[src/rtl/vpu_pkg.sv]
// Shared types and constants for the VPU instruction fetch path.
package vpu_pkg;

  localparam int INSTR_W = 32;
  localparam logic [6:0] VPU_OPCODE = 7'b1111111;
  localparam logic [INSTR_W-1:0] END_INSTR = 32'h0;

  typedef enum logic [1:0] {
    IDLE  = 2'd0,
    FETCH = 2'd1,
    DRAIN = 2'd2,
    HALT  = 2'd3
  } fetch_state_e;

endpackage

[src/rtl/vpu_fetch_fifo.sv]
// Synchronous fetch buffer holding {pc, instr} entries; flush outranks push.
module vpu_fetch_fifo #(
  parameter int WIDTH = 64,
  parameter int DEPTH = 2
) (
  input  logic                     clk,
  input  logic                     reset,
  input  logic                     push,
  input  logic                     pop,
  input  logic                     flush,
  input  logic [WIDTH-1:0]         wdata,
  output logic [WIDTH-1:0]         rdata,
  output logic [$clog2(DEPTH):0]   count
);

  localparam int PW = $clog2(DEPTH);
  localparam logic [PW:0] FULL_CNT = (PW+1)'(DEPTH);

  logic [WIDTH-1:0] mem_q [DEPTH];
  logic [PW-1:0]    wr_ptr_q;
  logic [PW-1:0]    rd_ptr_q;
  logic [PW:0]      count_q;
  logic             do_push;
  logic             do_pop;

  // A full buffer still accepts a push when the head leaves in the same cycle.
  assign do_pop  = pop && (count_q != '0);
  assign do_push = push && ((count_q != FULL_CNT) || do_pop);

  always_ff @(posedge clk) begin
    if (do_push && !flush) mem_q[wr_ptr_q] <= wdata;
  end

  always_ff @(posedge clk) begin
    if (reset || flush) begin
      wr_ptr_q <= '0;
      rd_ptr_q <= '0;
      count_q  <= '0;
    end else begin
      if (do_push) wr_ptr_q <= wr_ptr_q + 1'b1;
      if (do_pop)  rd_ptr_q <= rd_ptr_q + 1'b1;
      case ({do_push, do_pop})
        2'b10:   count_q <= count_q + 1'b1;
        2'b01:   count_q <= count_q - 1'b1;
        default: count_q <= count_q;
      endcase
    end
  end

  assign rdata = mem_q[rd_ptr_q];
  assign count = count_q;

endmodule

[src/rtl/vpu_fetch_sequencer.sv]
// VPU fetch sequencer: walks the instruction ROM and buffers {pc, instr} for decode.
// Optional perf counters (perf_fetched, perf_stall) are built when VPU_FETCH_PERF_EN is defined.
module vpu_fetch_sequencer
  import vpu_pkg::*;
#(
  parameter int                ADDR_W     = 32,
  parameter int                IMEM_BYTES = 100,
  parameter logic [ADDR_W-1:0] PC_RESET   = '0,
  parameter int                FIFO_DEPTH = 2
) (
  input  logic              clk,
  input  logic              reset,
  input  logic              start,
  output logic [ADDR_W-1:0] imem_pc,
  input  logic [31:0]       imem_instr,
  input  logic              redirect_valid,
  input  logic [ADDR_W-1:0] redirect_pc,
  output logic              instr_valid,
  input  logic              instr_ready,
  output logic [31:0]       instr,
  output logic [ADDR_W-1:0] instr_pc,
  output logic              busy,
  output logic              halted,
  output logic              fault,
  output logic [1:0]        dbg_state
`ifdef VPU_FETCH_PERF_EN
  ,
  output logic [31:0]       perf_fetched,
  output logic [31:0]       perf_stall
`endif
);

  localparam int CNT_W = $clog2(FIFO_DEPTH) + 1;
  localparam logic [CNT_W-1:0] FULL_CNT   = CNT_W'(FIFO_DEPTH);
  localparam logic [ADDR_W:0]  IMEM_LIMIT = (ADDR_W+1)'(IMEM_BYTES);

  fetch_state_e            state_q, state_d;
  logic [ADDR_W-1:0]       pc_q, pc_d;
  logic                    fault_q, fault_d;
  logic                    push, flush, pop, has_room, out_of_range, redirect_take;
  logic [CNT_W-1:0]        fifo_count;
  logic [ADDR_W+INSTR_W-1:0] head;

  // Decode handshake: the head transfers on every edge where instr_valid && instr_ready;
  // while instr_valid && !instr_ready the head word and its PC are held unchanged.
  assign instr_valid   = (fifo_count != '0);
  assign pop           = instr_valid && instr_ready;
  assign has_room      = (fifo_count != FULL_CNT) || pop;
  assign out_of_range  = ({1'b0, pc_q} + (ADDR_W+1)'(4)) > IMEM_LIMIT;
  assign redirect_take = redirect_valid && (state_q != IDLE);

  always_comb begin
    state_d = state_q;
    pc_d    = pc_q;
    fault_d = fault_q;
    push    = 1'b0;
    flush   = 1'b0;
    if (redirect_take) begin
      flush = 1'b1;
      if (redirect_pc[1:0] != 2'b00) begin
        fault_d = 1'b1;
        state_d = HALT;
      end else begin
        pc_d    = redirect_pc;
        state_d = FETCH;
      end
    end else begin
      case (state_q)
        IDLE, HALT: begin
          if (start) begin
            pc_d    = PC_RESET;
            fault_d = 1'b0;
            state_d = FETCH;
          end
        end
        FETCH: begin
          if (out_of_range) begin
            fault_d = 1'b1;
            state_d = DRAIN;
          end else if (imem_instr == END_INSTR) begin
            state_d = DRAIN;
          end else if (has_room) begin
            push = 1'b1;
            pc_d = pc_q + ADDR_W'(4);
          end
        end
        DRAIN: begin
          if (fifo_count == '0) state_d = HALT;
        end
        default: state_d = IDLE;
      endcase
    end
  end

  always_ff @(posedge clk) begin
    if (reset) begin
      state_q <= IDLE;
      pc_q    <= PC_RESET;
      fault_q <= 1'b0;
    end else begin
      state_q <= state_d;
      pc_q    <= pc_d;
      fault_q <= fault_d;
    end
  end

  vpu_fetch_fifo #(
    .WIDTH (ADDR_W + INSTR_W),
    .DEPTH (FIFO_DEPTH)
  ) u_fifo (
    .clk   (clk),
    .reset (reset),
    .push  (push),
    .pop   (pop),
    .flush (flush),
    .wdata ({pc_q, imem_instr}),
    .rdata (head),
    .count (fifo_count)
  );

  assign {instr_pc, instr} = instr_valid ? head : '0;
  assign imem_pc   = pc_q;
  assign busy      = (state_q == FETCH) || (state_q == DRAIN);
  assign halted    = (state_q == HALT);
  assign fault     = fault_q;
  assign dbg_state = state_q;

`ifdef VPU_FETCH_PERF_EN
  logic [31:0] perf_fetched_q, perf_stall_q;
  logic        start_acc, stall;

  assign start_acc = start && ((state_q == IDLE) || ((state_q == HALT) && !redirect_valid));
  assign stall     = (state_q == FETCH) && !redirect_valid && !out_of_range &&
                     (imem_instr != END_INSTR) && !has_room;

  always_ff @(posedge clk) begin
    if (reset || start_acc) begin
      perf_fetched_q <= '0;
      perf_stall_q   <= '0;
    end else begin
      if (push && (perf_fetched_q != '1)) perf_fetched_q <= perf_fetched_q + 32'd1;
      if (stall && (perf_stall_q != '1))  perf_stall_q   <= perf_stall_q + 32'd1;
    end
  end

  assign perf_fetched = perf_fetched_q;
  assign perf_stall   = perf_stall_q;
`endif

endmodule

[config.mk]
export PLATFORM = sky130hd
export DESIGN_NAME = vpu_fetch_sequencer
export DESIGN_NICKNAME = d
export VERILOG_FILES = /design/src/rtl/vpu_pkg.sv /design/src/rtl/vpu_fetch_fifo.sv /design/src/rtl/vpu_fetch_sequencer.sv
export SDC_FILE = /design/constraint.sdc
export NUM_CORES = 1
export LEC_CHECK = 0
export ABC_AREA = 0
export ABC_CLOCK_PERIOD_IN_PS = 5400
export CAP_MARGIN = 5
export CORE_UTILIZATION = 45
export CTS_CLUSTER_DIAMETER = 120
export DETAILED_ROUTE_END_ITERATION = 7
export PLACE_DENSITY = 0.72
export SYNTH_ARGS = -nofsm -noshare
export SYNTH_HDL_FRONTEND = slang
export SYNTH_SLANG_ARGS = --single-unit
[constraint.sdc]
create_clock -name clk -period 5.4 [get_ports clk]
set_input_delay 0.81 -clock clk [delete_from_list [all_inputs] [get_ports clk]]
set_output_delay 0.81 -clock clk [all_outputs]
set_load 0.01 [all_outputs]
==> flow_metrics.tcl, run 1 <==
set metrics [dict create \
    timing.rr.start "imem_pc[5]" \
    synth_nets 749 \
    cts_sinks 168 \
    root_buffer "clkbuf_16" \
    power.density_mw_per_mm2 409 \
    setup_slack_ns 1.01 \
    grt_max_degree 65 \
    remaining_drc_errors 0 \
    yosysSeqAreaShare 0.585 \
    antenna_found_initial 0 \
    max_freq_mhz 228 \
    insertion_delay_ns 0.43 \
    portBuffers 170 \
    start_util 0.460 \
    drtIter0Drc 511 \
    grt_util_all_layers 0.229 \
    min_path_type "reg -> reg" \
    post-cts-setup-buffers 0 \
    r2r_slack_ns 1.01 \
    grt_setup_unrepaired "no" \
    pre_cts_slack_ns 1.05 \
    die_x_um 135 \
    yosysWarnings 0 \
    maxCapViolCount 0 \
    syn_area_mm2 0.00794 \
    synth-edff-count 128 \
    nets 900 \
    grt_overflow_total 0 \
    via_per_inst 5.77 \
    cp.required_ns 5.51 \
    ir_drop_mv 0.288 \
    h-tree-depth 4 \
    setup_viol 0 \
    worstMarginPinSlew_ns 1.23 \
    leakage_uw 0.00329 \
    ys.flop_type "edfxtp_1" \
    die_area_mm2 0.0182 \
    path_clk_slew_ns 0.07 \
    grt_pass1_vias 5833 \
    path_max_fanout 33 \
    whs_endpoint "u_fifo.mem_q[0][33]" \
    diodes 0 \
    fin_crit_sh 0.813 \
    slew_headroom 0.182 \
    die_y_um 135 \
    crit_path_end_kind "register" \
    slew_viol_final 0 \
    cts_resized 0 \
    setup-tns-final_ns 0 \
    critical_path.cell_chain "and4_1, nand4_2, or4_4, o41ai_2, and4_4, nand4_4, or3_1, inv_2, buf_4" \
    cts_hold_buf 0 \
    synth.avg_cell_area_um2 11.8 \
    dp_hpwl_um 14200 \
    post_dp_cell_area_mm2 0.00980 \
    crit_type "reg -> reg" \
    slowest_delay_ns 0.67 \
    rr_worst_depth 9 \
    area_growth_pct 30.8 \
    period_needed_ns 4.39 \
    ant_nets 0 \
    dr.pass1.iters 6 \
    wl_per_cell_um 19.3 \
    r2r-end "u_fifo.mem_q[0][10]" \
    min_from "imem_pc[1]" \
    fin_skew_ns 0.00830 \
    synth.area.top_cells "edfxtp_1, dfxtp_1, mux2i_1" \
    hold_viol_final 0 \
    finalPower_uw 4250 \
    slowest_stage "or4_4" \
    nFillCells 1331 \
    max-clock-path-buffers 2 \
    yosysTopAreaCellShare 0.484 \
    cp-start-kind "register" \
    synth_async_sr_flop_share 0 \
    layout-drive-gt1-share 0.0849 \
    core_mm2 0.0172 \
    yosys_register_bits 168 \
    gp_congestion 0.909 \
    synth_top_area_cell "edfxtp_1" \
    cp.arrival_ns 4.50 \
    fin_area_mm2 0.0104 \
    hold_path_depth 0 \
    numCtsBuffers 17 \
    yosysUniqueCellTypes 58 \
    io_pins 171 \
    outcome "finished clean" \
    cts_tree "done" \
    fin_util 0.602 \
    grt_pass1_wl_um 31400 \
    wl_um 20500 \
    synthCells 672 \
    rows 48 \
    dr_total_vias 6121 \
]
[routing by layer]
metal,routed length (um),vias to the layer above,part of all wire,global-route usage
met2,9870,274,0.48,0.369
li1,-,2848,-,-
met5,0,-,0,0
met1,8750,2957,0.43,0.301
met4,441,0,0.021,0.0918
met3,1450,42,0.071,0.0499
[how the worst max path moves through the flow]
stage / startpoint / end / slack, ns / cells past startpoint
2_1_floorplan: imem_pc[3] / u_fifo.mem_q[1][0] / 1.11 / 10
3_3_place_gp: imem_pc[4] / u_fifo.mem_q[0][63] / 1.15 / 9
3_5_place_dp: imem_pc[5] / u_fifo.mem_q[0][63] / 1.05 / 9
4_1_cts: imem_pc[5] / u_fifo.mem_q[0][63] / 1.04 / 9
5_1_grt: imem_pc[5] / u_fifo.mem_q[0][9] / 0.75 / 9
6_report: imem_pc[5] / u_fifo.mem_q[0][10] / 1.01 / 9
[flip-flops by register name, indices dropped and copies added (netlist names), named ones only]
name             cells
dbg_state            2
fault                1
imem_pc             32
u_fifo.count         2
u_fifo.mem_q       128
u_fifo.rd_ptr_q      1
u_fifo.wr_ptr_q      1
[critical path, delay by kind of cell (launching register included)]
kind	cells	cell delay [ns]
flip-flops	1	0.62
AND/OR/NAND/NOR	6	2.15
buffers and inverters	2	0.99
AO/OA/AOI/OAI	1	0.29
[stage by stage]
step	hold slack [ns]	instances
2_1_floorplan	0.467	672
3_3_place_gp	0.482	1029
3_5_place_dp	0.486	1029
4_1_cts	0.499	1061
5_1_grt	0.529	1061
6_report	0.508	1061
[final cells by class]
class,count,area [um2],area share
clock buffer,20,467,0.0450
clock inverter,12,116,0.0112
inverter,13,48.8,0.00470
multi-input combinational,446,3050,0.294
sequential,168,4650,0.448
tap,225,282,0.0271
timing repair buffer,177,1770,0.170
[cell usage after synthesis, types with 12 or more instances]
master / n
nand4_1: 16
a21oi_1: 20
nand2_1: 36
nor4_1: 14
clkbuf_1: 24
mux2i_1: 66
xnor2_1: 12
dfxtp_1: 40
edfxtp_1: 128
nor2_1: 90
nor3_1: 25
o21ai_0: 15
a22o_1: 12
inv_1: 13
[kinds of logic (layout without fill, tap and decap cells)]
family                   Yosys count  after routing  share of synthesized area
XOR/XNOR                          18             18                     0.0199
AND/OR/NAND/NOR                  246            246                      0.163
multiplexers                      68             68                     0.0861
adder cells (fa/ha/maj)            8              8                     0.0126
AO/OA/AOI/OAI                    106            106                      0.102
buffers and inverters             58            222                     0.0315
flip-flops                       168            168                      0.585
[power by group]
| group | internal (uW) | leakage, uW | total, uW | switching (uW) |
|---|---|---|---|---|
| combinational | 574 | 0.00151 | 1320 | 750 |
| clock | 678 | 0.000289 | 1180 | 502 |
| sequential | 1550 | 0.00149 | 1750 | 201 |
[cells in the final DEF, fill, tap and decap left out, types with 14 or more instances in the layout]
| cell type | n |
|---|---|
| clkdlybuf4s50_1 | 170 |
| edfxtp_1 | 128 |
| nor2_1 | 89 |
| mux2i_1 | 66 |
| dfxtp_1 | 39 |
| nand2_1 | 36 |
| nor3_1 | 25 |
| a21oi_1 | 20 |
| clkbuf_16 | 17 |
| nand4_1 | 16 |
| o21ai_0 | 15 |
| nor4_1 | 14 |
No activity file was read; power rests on OpenSTA's default activity.
==> run 2: changes to the inputs <==
--- a/config.mk
+++ b/config.mk
@@ -6,7 +6,7 @@
 export NUM_CORES = 1
 export LEC_CHECK = 0
 export ABC_AREA = 0
-export ABC_CLOCK_PERIOD_IN_PS = 5400
+export ABC_CLOCK_PERIOD_IN_PS = 4100
 export CAP_MARGIN = 5
 export CORE_UTILIZATION = 45
 export CTS_CLUSTER_DIAMETER = 120
==> constraint.sdc (replaced) <==
create_clock -name clk -period 4.1 [get_ports clk]
set_input_delay 0.615 -clock clk [delete_from_list [all_inputs] [get_ports clk]]
set_output_delay 0.615 -clock clk [all_outputs]
set_load 0.01 [all_outputs]
==> run 2 against run 1 <==
First-iteration DRC count down 7.4%; critical path depth up 1; critical endpoint is now u_fifo.mem_q[0][0]; wire length rose by 1.9%; total power up 32%; sequential power up 29%; final area rose by 1.3%; combinational power is 42% higher; highest routed layer unchanged.
==> flow_metrics.tcl, run 2 (synthesis results as in run 1) <==
set metrics [dict create \
    outcome "finished clean" \
    switchingPower_uw 1970 \
    grt_util_all_layers 0.234 \
    path_max_fanout 53 \
    slew_headroom 0.496 \
    crit_type "reg -> reg" \
    regMostFlops "u_fifo.mem_q" \
    r2r_slack_ns 0.47 \
    power.internal_uw 3640 \
    wl_um 20900 \
    largest_reg_flops 128 \
    fin_area_mm2 0.0105 \
    period_needed_ns 3.63 \
    path_clk_slew_ns 0.07 \
    power.density_mw_per_mm2 534 \
    whs_endpoint "u_fifo.mem_q[1][33]" \
    whs_ns 0.515 \
    wl_per_cell_um 19.4 \
    fin_crit_sh 0.885 \
    cp-start-kind "register" \
    area_growth_pct 32.4 \
    cts_resized 0 \
    maxCapViolCount 0 \
    h-tree-depth 4 \
    post_dp_cell_area_mm2 0.00997 \
    antenna_found_initial 0 \
    grt_setup_unrepaired "no" \
    grt_pass1_wl_um 32300 \
    slew_viol_final 0 \
    via_per_inst 5.73 \
    timing.rr.start "imem_pc[2]" \
    max_freq_mhz 276 \
    dr_total_vias 6189 \
    die_y_um 135 \
    switching_share 0.351 \
    setup-tns-final_ns 0 \
    dp_hpwl_um 14400 \
    pre_cts_slack_ns 0.515 \
    grt_max_degree 54 \
    cts_sinks 168 \
    grt_overflow_total 0 \
    max-clock-path-buffers 2 \
    io_pins 171 \
    hold_path_depth 0 \
    setup_viol 0 \
    gp_congestion 0.949 \
    start_util 0.460 \
    setup_slack_ns 0.470 \
    pwr-share-clk 0.263 \
    min_path_type "reg -> reg" \
    crit_path_end_kind "register" \
    ant_nets 0 \
    dr.pass1.iters 5 \
    diodes 0 \
    die_x_um 135 \
    hold_viol_final 0 \
    p_comb_frac 0.336 \
    cts_tree "done" \
    min_from "imem_pc[1]" \
    layout_common_cells "clkdlybuf4s50_1, edfxtp_1, nor2_1" \
    p_seq_frac 0.401 \
    portBuffers 170 \
    drtIter0Drc 473 \
    numCtsBuffers 17 \
    nets 919 \
    worstMarginPinSlew_ns 0.756 \
    insertion_delay_ns 0.43 \
    die_area_mm2 0.0182 \
    root_buffer "clkbuf_16" \
    fin_skew_ns 0.0123 \
    cp.required_ns 4.20 \
    rows 48 \
    post-cts-setup-buffers 0 \
    ir_drop_mv 0.292 \
    leakage_uw 0.00336 \
    cp.arrival_ns 3.73 \
    layout-drive-gt1-share 0.104 \
    core_mm2 0.0172 \
    grt_pass1_vias 6141 \
    r2r-end "u_fifo.mem_q[0][0]" \
    remaining_drc_errors 0 \
    layout_commonest_cell "clkdlybuf4s50_1" \
    cts_hold_buf 0 \
    rr_worst_depth 10 \
]
[run 2: area by class of cell]
class | instances | area (um2)
Clock buffer | 18 | 429
Timing Repair Buffer | 196 | 1930
Multi-Input combinational cell | 446 | 3050
Tap cell | 225 | 282
Inverter | 13 | 52.6
Clock inverter | 14 | 113
Fill cell | 1339 | 6730
Sequential cell | 168 | 4650
[run 2: power by group through the flow]
stage               Clock (uW)  Combinational, uW  Sequential [uW]
floorplan                    0               1120             2230
global placement             0               1820             2260
detailed placement           0               1850             2280
CTS                       1500               1870             2240
global route              1570               2020             2270
finish                    1480               1880             2250
[run 2: worst max-delay path by stage]
stage | start | endpoint | slack, ns | depth (start not counted)
final | imem_pc[2] | u_fifo.mem_q[0][0] | 0.47 | 10
after global routing | imem_pc[3] | u_fifo.mem_q[0][0] | 0.18 | 10
after CTS | imem_pc[3] | u_fifo.mem_q[0][7] | 0.50 | 10
after detailed placement | imem_pc[3] | u_fifo.mem_q[0][15] | 0.52 | 10
after global placement | imem_pc[7] | u_fifo.mem_q[0][7] | 0.62 | 9
after floorplan | imem_pc[3] | u_fifo.mem_q[0][0] | 0.43 | 10
[run 2: metal layers]
layer  global-route usage  vias to the layer above  wire (um)
met3               0.0488                       44       1520
met1                0.304                     2983       8740
met2                0.379                      280      10100
met5                    0                        -          0
met4                0.104                        0        510
li1                     -                     2882          -
[run 2: per-stage QoR]
stage | utilization | std cells | power [uW]
floorplan | - | 672 | 3350
global placement | 0.578 | 1048 | 4080
detailed placement | 0.578 | 1048 | 4130
CTS | 0.610 | 1080 | 5610
global route | 0.610 | 1080 | 5860
finish | 0.610 | 1080 | 5610
[run 2: worst max-delay path: stages (launching register included)]
cell        delay [ns]
dfxtp_1           0.47
ha_1              0.39
and4_1            0.31
nand2_1           0.23
o31ai_4           0.30
nand4_1           0.17
nor4_4            0.41
nand4_4           0.18
or3_1             0.41
clkinvlp_4        0.12
buf_12            0.29
